<file path="src/rtl/sky130_fd_io__gpiovrefv2_pkg.sv">
// Shared types and defaults for the GPIO vref latch sequencing controller.
package sky130_fd_io__gpiovrefv2_pkg;

  localparam int CNT_W = 16;

  localparam int unsigned DEFAULT_SETUP_CYC   = 2;
  localparam int unsigned DEFAULT_HOLD_CYC    = 2;
  localparam int unsigned DEFAULT_STARTUP_CYC = 1200;

  typedef enum logic [2:0] {
    IDLE,
    OPEN,
    CLOSE,
    SETTLE,
    DONE
  } state_t;

endpackage

</file>
<file path="src/rtl/sky130_fd_io__gpiovrefv2_rr_arb.sv">
// Two-requester round-robin arbiter; the pointer moves off the winner on every grant.
module sky130_fd_io__gpiovrefv2_rr_arb (
  input  logic       clk,
  input  logic       reset_b,
  input  logic [1:0] req,
  input  logic       update,
  output logic [1:0] grant,
  output logic       grant_idx
);

  logic ptr;

  // Contention resolves by pointer only; a lone requester always wins.
  always_comb begin
    grant_idx = 1'b0;
    if (req == 2'b11) begin
      grant_idx = ptr;
    end else if (req[1]) begin
      grant_idx = 1'b1;
    end
    grant = 2'b00;
    if (req != 2'b00) begin
      grant = grant_idx ? 2'b10 : 2'b01;
    end
  end

  always_ff @(posedge clk) begin
    if (!reset_b) begin
      ptr <= 1'b0;
    end else if (update) begin
      ptr <= ~grant_idx;
    end
  end

endmodule

</file>
<file path="src/rtl/sky130_fd_io__gpiovrefv2_ctrl.sv">
// Sequences ref_sel/vrefgen_en into the vref cell latch (open, close, optional settle)
// on behalf of two requesters, with abort on enable_h loss.
module sky130_fd_io__gpiovrefv2_ctrl
  import sky130_fd_io__gpiovrefv2_pkg::*;
#(
  parameter int unsigned SETUP_CYC   = DEFAULT_SETUP_CYC,
  parameter int unsigned HOLD_CYC    = DEFAULT_HOLD_CYC,
  parameter int unsigned STARTUP_CYC = DEFAULT_STARTUP_CYC
) (
  input  logic       clk,
  input  logic       reset_b,
  input  logic       enable_h,
  input  logic [1:0] req,
  input  logic [9:0] req_ref_sel,
  input  logic [1:0] req_vref_en,
  output logic [1:0] ack,
  output logic [4:0] ref_sel,
  output logic       vrefgen_en,
  output logic       hld_h_n,
  output logic       busy,
  output logic       vref_ready,
  output logic       err
);

  localparam logic [CNT_W-1:0] SETUP_LD   = CNT_W'(SETUP_CYC - 1);
  localparam logic [CNT_W-1:0] HOLD_LD    = CNT_W'(HOLD_CYC - 1);
  localparam logic [CNT_W-1:0] STARTUP_LD = CNT_W'(STARTUP_CYC - 1);

  state_t           state;
  logic [CNT_W-1:0] cnt;
  logic [1:0]       gnt_q;
  logic [4:0]       lat_ref_sel;
  logic             lat_vref_en;

  logic [1:0] grant;
  logic       grant_idx;
  logic       grant_take;
  logic [4:0] gnt_ref_sel;
  logic       gnt_vref_en;
  logic       settle_needed;

  assign grant_take    = (state == IDLE) && enable_h && (req != 2'b00);
  assign gnt_ref_sel   = grant_idx ? req_ref_sel[9:5] : req_ref_sel[4:0];
  assign gnt_vref_en   = req_vref_en[grant_idx];
  // The generator only needs time to settle when it is newly on or retargeted.
  assign settle_needed = vrefgen_en && (!lat_vref_en || (ref_sel != lat_ref_sel));

  sky130_fd_io__gpiovrefv2_rr_arb u_arb (
    .clk       (clk),
    .reset_b   (reset_b),
    .req       (req),
    .update    (grant_take),
    .grant     (grant),
    .grant_idx (grant_idx)
  );

  always_ff @(posedge clk) begin
    if (!reset_b) begin
      state       <= IDLE;
      cnt         <= '0;
      gnt_q       <= 2'b00;
      lat_ref_sel <= '0;
      lat_vref_en <= 1'b0;
      ack         <= 2'b00;
      ref_sel     <= '0;
      vrefgen_en  <= 1'b0;
      hld_h_n     <= 1'b0;
      busy        <= 1'b0;
      vref_ready  <= 1'b0;
      err         <= 1'b0;
    end else begin
      ack <= 2'b00;
      err <= 1'b0;
      // Losing enable_h clears the cell latch, so the history is forgotten and the
      // still-pending request will re-run with a full settle.
      if ((state != IDLE) && !enable_h) begin
        state       <= IDLE;
        err         <= 1'b1;
        hld_h_n     <= 1'b0;
        vref_ready  <= 1'b0;
        busy        <= 1'b0;
        lat_ref_sel <= '0;
        lat_vref_en <= 1'b0;
      end else begin
        case (state)
          IDLE: begin
            if (grant_take) begin
              state      <= OPEN;
              ref_sel    <= gnt_ref_sel;
              vrefgen_en <= gnt_vref_en;
              gnt_q      <= grant;
              hld_h_n    <= 1'b1;
              vref_ready <= 1'b0;
              busy       <= 1'b1;
              cnt        <= SETUP_LD;
            end
          end
          OPEN: begin
            if (cnt == '0) begin
              state   <= CLOSE;
              hld_h_n <= 1'b0;
              cnt     <= HOLD_LD;
            end else begin
              cnt <= cnt - 1'b1;
            end
          end
          CLOSE: begin
            if (cnt == '0) begin
              if (settle_needed) begin
                state <= SETTLE;
                cnt   <= STARTUP_LD;
              end else begin
                state       <= DONE;
                ack         <= gnt_q;
                vref_ready  <= vrefgen_en;
                lat_ref_sel <= ref_sel;
                lat_vref_en <= vrefgen_en;
              end
            end else begin
              cnt <= cnt - 1'b1;
            end
          end
          SETTLE: begin
            if (cnt == '0) begin
              state       <= DONE;
              ack         <= gnt_q;
              vref_ready  <= vrefgen_en;
              lat_ref_sel <= ref_sel;
              lat_vref_en <= vrefgen_en;
            end else begin
              cnt <= cnt - 1'b1;
            end
          end
          DONE: begin
            state <= IDLE;
            busy  <= 1'b0;
          end
          default: begin
            state <= IDLE;
            busy  <= 1'b0;
          end
        endcase
      end
    end
  end

endmodule

</file>
<file path="config.mk">
export PLATFORM = sky130hd
export DESIGN_NAME = sky130_fd_io__gpiovrefv2_ctrl
export DESIGN_NICKNAME = d
export VERILOG_FILES = /design/src/rtl/sky130_fd_io__gpiovrefv2_pkg.sv /design/src/rtl/sky130_fd_io__gpiovrefv2_rr_arb.sv /design/src/rtl/sky130_fd_io__gpiovrefv2_ctrl.sv
export SDC_FILE = /design/constraint.sdc
export NUM_CORES = 1
export LEC_CHECK = 0
export CAP_MARGIN = 20
export CORE_MARGIN = 5
export CORE_UTILIZATION = 58
export DETAILED_ROUTE_END_ITERATION = 7
export PLACE_DENSITY_LB_ADDON = 0.25
export REMOVE_ABC_BUFFERS = 1
export SLEW_MARGIN = 10
export SYNTH_ARGS = -nofsm -noshare
export SYNTH_HDL_FRONTEND = slang
export SYNTH_SLANG_ARGS = --single-unit
</file>
<file path="constraint.sdc">
create_clock -name clk -period 5.3 [get_ports clk]
set_clock_uncertainty 0.15 [all_clocks]
set_input_delay 1.06 -clock clk [delete_from_list [all_inputs] [get_ports clk]]
set_output_delay 1.06 -clock clk [all_outputs]
set_load 0.02 [all_outputs]
</file>
==> summary.txt, run 1 <==
Die X - 68.53 microns
Iter 0 DRT Violations - 79
FFs w/ async S/R, synth - 0
Simple logic cell fraction of the synthesized area - 0.2393
Setup tns final - 0 ns
Synth Area in Compound Gates - 0.2191
Final Setup Violations - 0
Initial antenna violation count - 0
Seq/Total Area, Yosys - 0.4030
CP Capture Type - flop
Most frequent cells in the layout - 40 x dfxtp_1, 31 x nor2_1, 28 x clkdlybuf4s50_1
Final WL - 4218 microns
Comb power frac - 0.361
Port-buffer cells - 28
Syn Area/Cell - 8.601 sq um
Most common cell after layout, fill and taps aside - dfxtp_1
WHS Endpoint - ack[1]$_SDFF_PP0_
FF/Latch Area - 800.8 sq um
Adder-Cell Fraction of Synth Area - 0.006297
Post-Syn Instances - 231
Crit Reg-Reg Endpoint - cnt[7]$_SDFFE_PN0P_
Final GP Congestion - 0.7585
Hold_sp - gnt_q[1]$_SDFFE_PN0P_
Post-CTS Hold Fix Bufs - 0
P_leak - 0.8194 nW
Synthesis-stage register bit count - 40
Syn Std Cell Area - 1987 sq um
Final nets - 273
Peak supply drop - 164.9 uV
TritonCTS Buffers - 5
Total GRT Usage - 0.2042
Switching power - 0.2862 mW
Area of the multi-input gates - 1097 sq um
CP Class - reg2reg
Ant diodes - 0
HP Class - reg2reg
Max-cap violation count - 0
Predominant post-synthesis flop cell - dfxtp_1
Synth Area in XOR/XNOR - 0.05730
Fin area - 2316 sq um
Worst reg2reg setup slack - 2.18 ns
Fill cells - 272
DP HPWL - 3041 microns
Cell variety after synth - 50
Total chip power - 0.7938 mW
Grt ovf - 0
Largest family of logic cells by synthesized area - simple AND/OR/NAND/NOR gates
Starting Density - 0.5954
CP Data Required Time - 5.40 ns
First-pass GRT wire length - 7272 microns
Reg2Reg Depth - 8
RSZ-0062 raised after global routing - false
Slew headroom - 0.3381
Largest net degree at the start of global routing - 16
IO Pins - 29
# rows - 21
Mux share of post-synthesis cell area - 0.03023
Outcome - complete, no violations
Least-Margin Pin Slew - 0.9893 ns
DIE AREA - 4696 sq um
Area Growth Syn to Fin - 16.56%
CTS tree - done
Clock Power Share - 0.179
Synth Warn # - 0
Worst EP arrival - 3.22 ns
Avg Vias per Cell - 5.814
CTS sink count - 40
Post-CTS setup buffer count - 0
Number of gates resized after cts - 0
Worst-Skew Late Latency - 0.35 ns
Vias in the first global route - 1672
Period Utilization, post-route - 0.5895
Sequential share of power - 0.460
Fmax - 0.3201 GHz
Share of layout cells above drive strength 1 - 0.07451
Area after DPL - 2270 sq um
Hold Slack - 0.3044 ns
Wire per inst - 14.01 microns
DRT Pass-1 Iters - 4
Max FO, Critical Path - 11
Drc violations - 0
Core ar. - 3337 sq um
Pint - 0.5076 mW
Startpoint types - flop
H-tree levels - 2
Slew Viols, Final - 0
EDFF count, synth - 0
Die height - 68.53 microns
Final Hold Fails - 0
Hold path cells - 2
Sw Share - 0.3605
Max Root-Sink Buffers - 2
ANT nets after route - 0
Via count - 1750
Power Density - 342.8 nW/um^2
Reg-to-reg startpoint - cnt[0]$_SDFFE_PN0P_
Final Critical Period - 3.124 ns
CTS Root Cell - clkbuf_4
CTS clock-pin slew for the worst setup and hold paths - 0.11 ns
[Yosys cell counts, types with 2 or more instances]
cell	n	area (sq um)
a211oi_1	10	75.07
dfxtp_1	40	800.8
buf_2	2	10.01
o21a_1	2	15.01
a31oi_1	4	25.02
nand2b_1	6	37.54
nor3_1	5	25.02
nand4_1	2	12.51
a21oi_1	11	55.05
clkbuf_1	8	30.03
o311a_1	2	20.02
and3_1	3	18.77
or2_2	2	12.51
or3_1	5	31.28
nor2_1	31	116.4
o41ai_1	2	17.52
o21ai_0	8	40.04
a2111oi_0	3	26.28
mux2i_1	6	60.06
nand2_1	26	97.59
inv_1	7	26.28
xnor2_1	12	105.1
buf_6	2	22.52
nand3_1	6	30.03
[per-stage QoR]
stage	cells	util	worst slack, ns
6_report	301	0.6940	2.176
5_1_grt	301	0.6940	1.900
4_1_cts	301	0.6940	2.167
3_5_place_dp	294	0.6802	1.831
3_3_place_gp	294	0.6802	1.851
2_1_floorplan	219	-	2.508
[final cells by class]
type,count,share of cell area
clock buffer,6,0.01783
clock inverter,1,0.002161
inverter,7,0.01135
multi-input combinational,172,0.4738
sequential,40,0.3458
tap,46,0.02485
timing repair buffer,29,0.1243
[registers in the layout, summed over array words and instances (netlist names)]
signal,count
lat_ref_sel,5
lat_vref_en,1
cnt,16
gnt_q,2
u_arb.ptr,1
state,3
hld_h_n,1
ack,2
busy,1
vrefgen_en,1
err,1
vref_ready,1
ref_sel,5
[cell families after synthesis]
group / Yosys count
flip-flops: 40
XOR/XNOR: 13
multiplexers: 6
adder cells (fa/ha/maj): 1
buffers and inverters: 19
AND/OR/NAND/NOR: 95
AO/OA/AOI/OAI: 57
[per-layer routing]
layer	routed length, microns	vias to the layer above	GRT usage
met3	205	6	0.04862
met4	58	0	0.06700
met1	1948	826	0.2452
met5	0	-	0
met2	2007	46	0.3552
li1	-	872	-
[how the worst max path moves through the flow]
stage / start / to / slack [ns] / cells after the start
floorplan: req[1] / cnt[5]$_SDFFE_PN0P_ / 2.51 / 5
global placement: req[1] / cnt[5]$_SDFFE_PN0P_ / 1.85 / 6
detailed placement: req[1] / cnt[5]$_SDFFE_PN0P_ / 1.83 / 6
CTS: cnt[0]$_SDFFE_PN0P_ / cnt[7]$_SDFFE_PN0P_ / 2.17 / 8
global route: cnt[0]$_SDFFE_PN0P_ / cnt[7]$_SDFFE_PN0P_ / 1.90 / 8
finish: cnt[0]$_SDFFE_PN0P_ / cnt[7]$_SDFFE_PN0P_ / 2.18 / 8
[critical path: stages, from the launching register on]
cell and delay [ns]:
dfxtp_1 0.35, inv_1 0.06, ha_1 0.18, nor4b_2 0.33
nand3_1 0.31, nor4_4 0.65, and2_1 0.54, nor3_1 0.10
o311a_1 0.34
[power by group through the flow]
stage	clock [mW]	sequential, mW	combinational, mW
finish	0.142	0.365	0.287
global route	0.160	0.370	0.316
CTS	0.146	0.365	0.287
detailed placement	0	0.372	0.285
global placement	0	0.370	0.281
floorplan	0	0.376	0.201
(Power assumes the default switching activity.)
==> run 2, diff against run 1 <==
--- a/config.mk
+++ b/config.mk
@@ -7,7 +7,7 @@
 export LEC_CHECK = 0
 export CAP_MARGIN = 20
 export CORE_MARGIN = 5
-export CORE_UTILIZATION = 58
+export CORE_UTILIZATION = 48
 export DETAILED_ROUTE_END_ITERATION = 7
 export PLACE_DENSITY_LB_ADDON = 0.25
 export REMOVE_ABC_BUFFERS = 1
==> constraint.sdc (replaced) <==
create_clock -name clk -period 2.54 [get_ports clk]
set_clock_uncertainty 0.15 [all_clocks]
set_input_delay 0.508 -clock clk [delete_from_list [all_inputs] [get_ports clk]]
set_output_delay 0.508 -clock clk [all_outputs]
set_load 0.02 [all_outputs]
==> summary.txt, run 2 (same netlist as run 1, synthesis figures left out) <==
Outcome - complete, no violations
CTS tree - done
Core ar. - 4000 sq um (+20%)
CP Capture Type - flop
Largest net degree at the start of global routing - 16 (unchanged)
Vias in the first global route - 1756 (+5.0%)
Die height - 74.34 microns (+8.5%)
Sw Share - 0.3416 (-0.01893)
Global-route met2 utilization - 0.3091 (-0.04613)
Fill cells - 352 (+29%)
Final GP Congestion - 0.8728 (+15%)
Reg2Reg Depth - 7 (-1)
Total GRT Usage - 0.1838 (-0.02036)
Worst reg2reg setup slack - 0.18 ns (-2.00 ns)
Hold_sp - gnt_q[1]$_SDFFE_PN0P_
CP Class - reg2reg
HP Class - reg2reg
Max reg flops - 16 (unchanged)
Placed Cells - 320 (+8.8%)
Comb power frac - 0.365 (+0.004)
Final WS setup - 0.1767 ns (-1.999 ns)
Wire per inst - 13.75 microns (-1.9%)
Slew headroom - 0.6749 (+0.3368)
Drc violations - 0 (unchanged)
Post-CTS Hold Fix Bufs - 0 (unchanged)
Max FO, Critical Path - 5 (-6)
Fin area - 2541 sq um (+9.7%)
Area after DPL - 2440 sq um (+7.5%)
DIE AREA - 5526 sq um (+18%)
Hold path cells - 2 (unchanged)
Port-buffer cells - 28 (unchanged)
Worst-Skew Late Latency - 0.29 ns (-0.06 ns)
Initial antenna violation count - 0 (unchanged)
Avg Vias per Cell - 5.546 (-4.6%)
Fmax - 0.4231 GHz (+32%)
Total chip power - 1.882 mW (+140%)
GR Layer Usage met3 - 0.04054 (-0.008082)
Top Registers - cnt x16, lat_ref_sel x5, ref_sel x5
Period Utilization, post-route - 0.9304 (+0.3409)
Most common cell after layout, fill and taps aside - dfxtp_1
Ant diodes - 0 (unchanged)
Final Hold Fails - 0 (unchanged)
Reg-to-reg startpoint - cnt[12]$_SDFFE_PN0P_
Die X - 74.34 microns (+8.5%)
Peak supply drop - 367.2 uV (+120%)
Share of layout cells above drive strength 1 - 0.1619 (+0.08736)
CP Data Required Time - 2.56 ns (-2.84 ns)
ANT nets after route - 0 (unchanged)
First-pass GRT wire length - 7962 microns (+9.5%)
Starting Density - 0.4967 (-0.09871)
Most frequent cells in the layout - 40 x dfxtp_1, 31 x nor2_1, 28 x clkdlybuf4s50_1
RSZ-0062 raised after global routing - false
P_leak - 0.9533 nW (+16%)
DP Worst Slack - 0.05072 ns (-1.780 ns)
Clock Power Share - 0.232 (+0.053)
DRT Pass-1 Iters - 4 (unchanged)
FF/Latch Area - 800.8 sq um (unchanged)
Sequential share of power - 0.403 (-0.057)
TritonCTS Buffers - 5 (unchanged)
Area of the multi-input gates - 1106 sq um (+0.80%)
Final WL - 4511 microns (+6.9%)
# rows - 23 (+9.5%)
WHS Endpoint - ack[1]$_SDFF_PP0_
Most Crowded Layer GR - met2
DP HPWL - 3463 microns (+14%)
Crit Reg-Reg Endpoint - cnt[11]$_SDFFE_PN0P_
Least-Margin Pin Slew - 0.4753 ns (-0.5139 ns)
Worst EP arrival - 2.38 ns (-0.84 ns)
Final Setup Violations - 0 (unchanged)
Slew Viols, Final - 0 (unchanged)
Startpoint types - flop
Final Critical Period - 2.363 ns (-0.7612 ns)
GRT met1 Usage - 0.2339 (-0.01134)
CTS Root Cell - clkbuf_8
CTS sink count - 40 (unchanged)
Final nets - 295 (+8.1%)
Max Root-Sink Buffers - 2 (unchanged)
Area Growth Syn to Fin - 27.90%
Reg with most FFs - cnt
Iter 0 DRT Violations - 107 (+35%)
Power Density - 740.7 nW/um^2 (+120%)
Final non-filler cell total - 328 (+9.0%)
IO Pins - 29 (unchanged)
Via count - 1819 (+3.9%)
Pint - 1.239 mW (+140%)
Switching power - 0.6430 mW (+120%)
CTS clock-pin slew for the worst setup and hold paths - 0.08 ns (-0.03 ns)
H-tree levels - 2 (unchanged)
Max-cap violation count - 0 (unchanged)
Hold Slack - 0.2915 ns (-0.01288 ns)
Grt ovf - 0 (unchanged)
run 2: cell type report:
cell class | count | area share
tap | 50 | 0.02462
multi-input combinational | 172 | 0.4353
clock inverter | 2 | 0.003939
clock buffer | 6 | 0.03250
timing repair buffer | 51 | 0.1782
sequential | 40 | 0.3151
inverter | 7 | 0.01034
run 2: per-layer routing:
| metal | vias to the layer above | share of wire |
|---|---|---|
| met5 | - | 0 |
| met4 | 0 | 0.012 |
| met3 | 7 | 0.053 |
| met2 | 44 | 0.48 |
| met1 | 842 | 0.45 |
| li1 | 926 | - |
run 2: power by group through the flow:
stage               sequential, mW  combinational, mW  clock [mW]
CTS                          0.760              0.683       0.447
global route                 0.772              0.756       0.469
finish                       0.760              0.687       0.436
global placement             0.773              0.670           0
floorplan                    0.785              0.418           0
detailed placement           0.774              0.679           0
run 2: worst max-delay path by stage:
stage	slack [ns]	cells past startpoint	end	startpoint
finish	0.18	7	cnt[11]$_SDFFE_PN0P_	cnt[12]$_SDFFE_PN0P_
global route	0.06	10	cnt[10]$_SDFFE_PN0P_	cnt[0]$_SDFFE_PN0P_
CTS	0.03	8	cnt[7]$_SDFFE_PN0P_	cnt[0]$_SDFFE_PN0P_
detailed placement	0.05	8	cnt[7]$_SDFFE_PN0P_	cnt[0]$_SDFFE_PN0P_
global placement	0.08	7	cnt[5]$_SDFFE_PN0P_	req[1]
floorplan	-0.07	6	cnt[7]$_SDFFE_PN0P_	cnt[12]$_SDFFE_PN0P_
run 2: through the flow:
step	TNS, ns	util
floorplan	-0.06746	-
global placement	0	0.6099
detailed placement	0	0.6099
CTS	0	0.6331
global route	0	0.6353
finish	0	0.6353
run 2: what timing repair did:
action,in CTS,in global routing
resized for setup,0,4
buffers inserted,0,0
endpoints found under the setup margin,0,15
run 2: worst max-delay path, stage by stage, from the launching register on:
cell and delay (ns):
dfxtp_1 0.34, or3_1 0.39, or4_4 0.47, or2_4 0.28, o2bb2ai_1 0.19, o31ai_4 0.22
buf_4 0.17, a21oi_1 0.04
==> run 3, diff against run 2 <==
--- a/config.mk
+++ b/config.mk
@@ -15,3 +15,4 @@
 export SYNTH_ARGS = -nofsm -noshare
 export SYNTH_HDL_FRONTEND = slang
 export SYNTH_SLANG_ARGS = --single-unit
+export TNS_END_PERCENT = 20
==> results of run 3 <==
Final layout, timing and power as in run 2 (identical DEF).
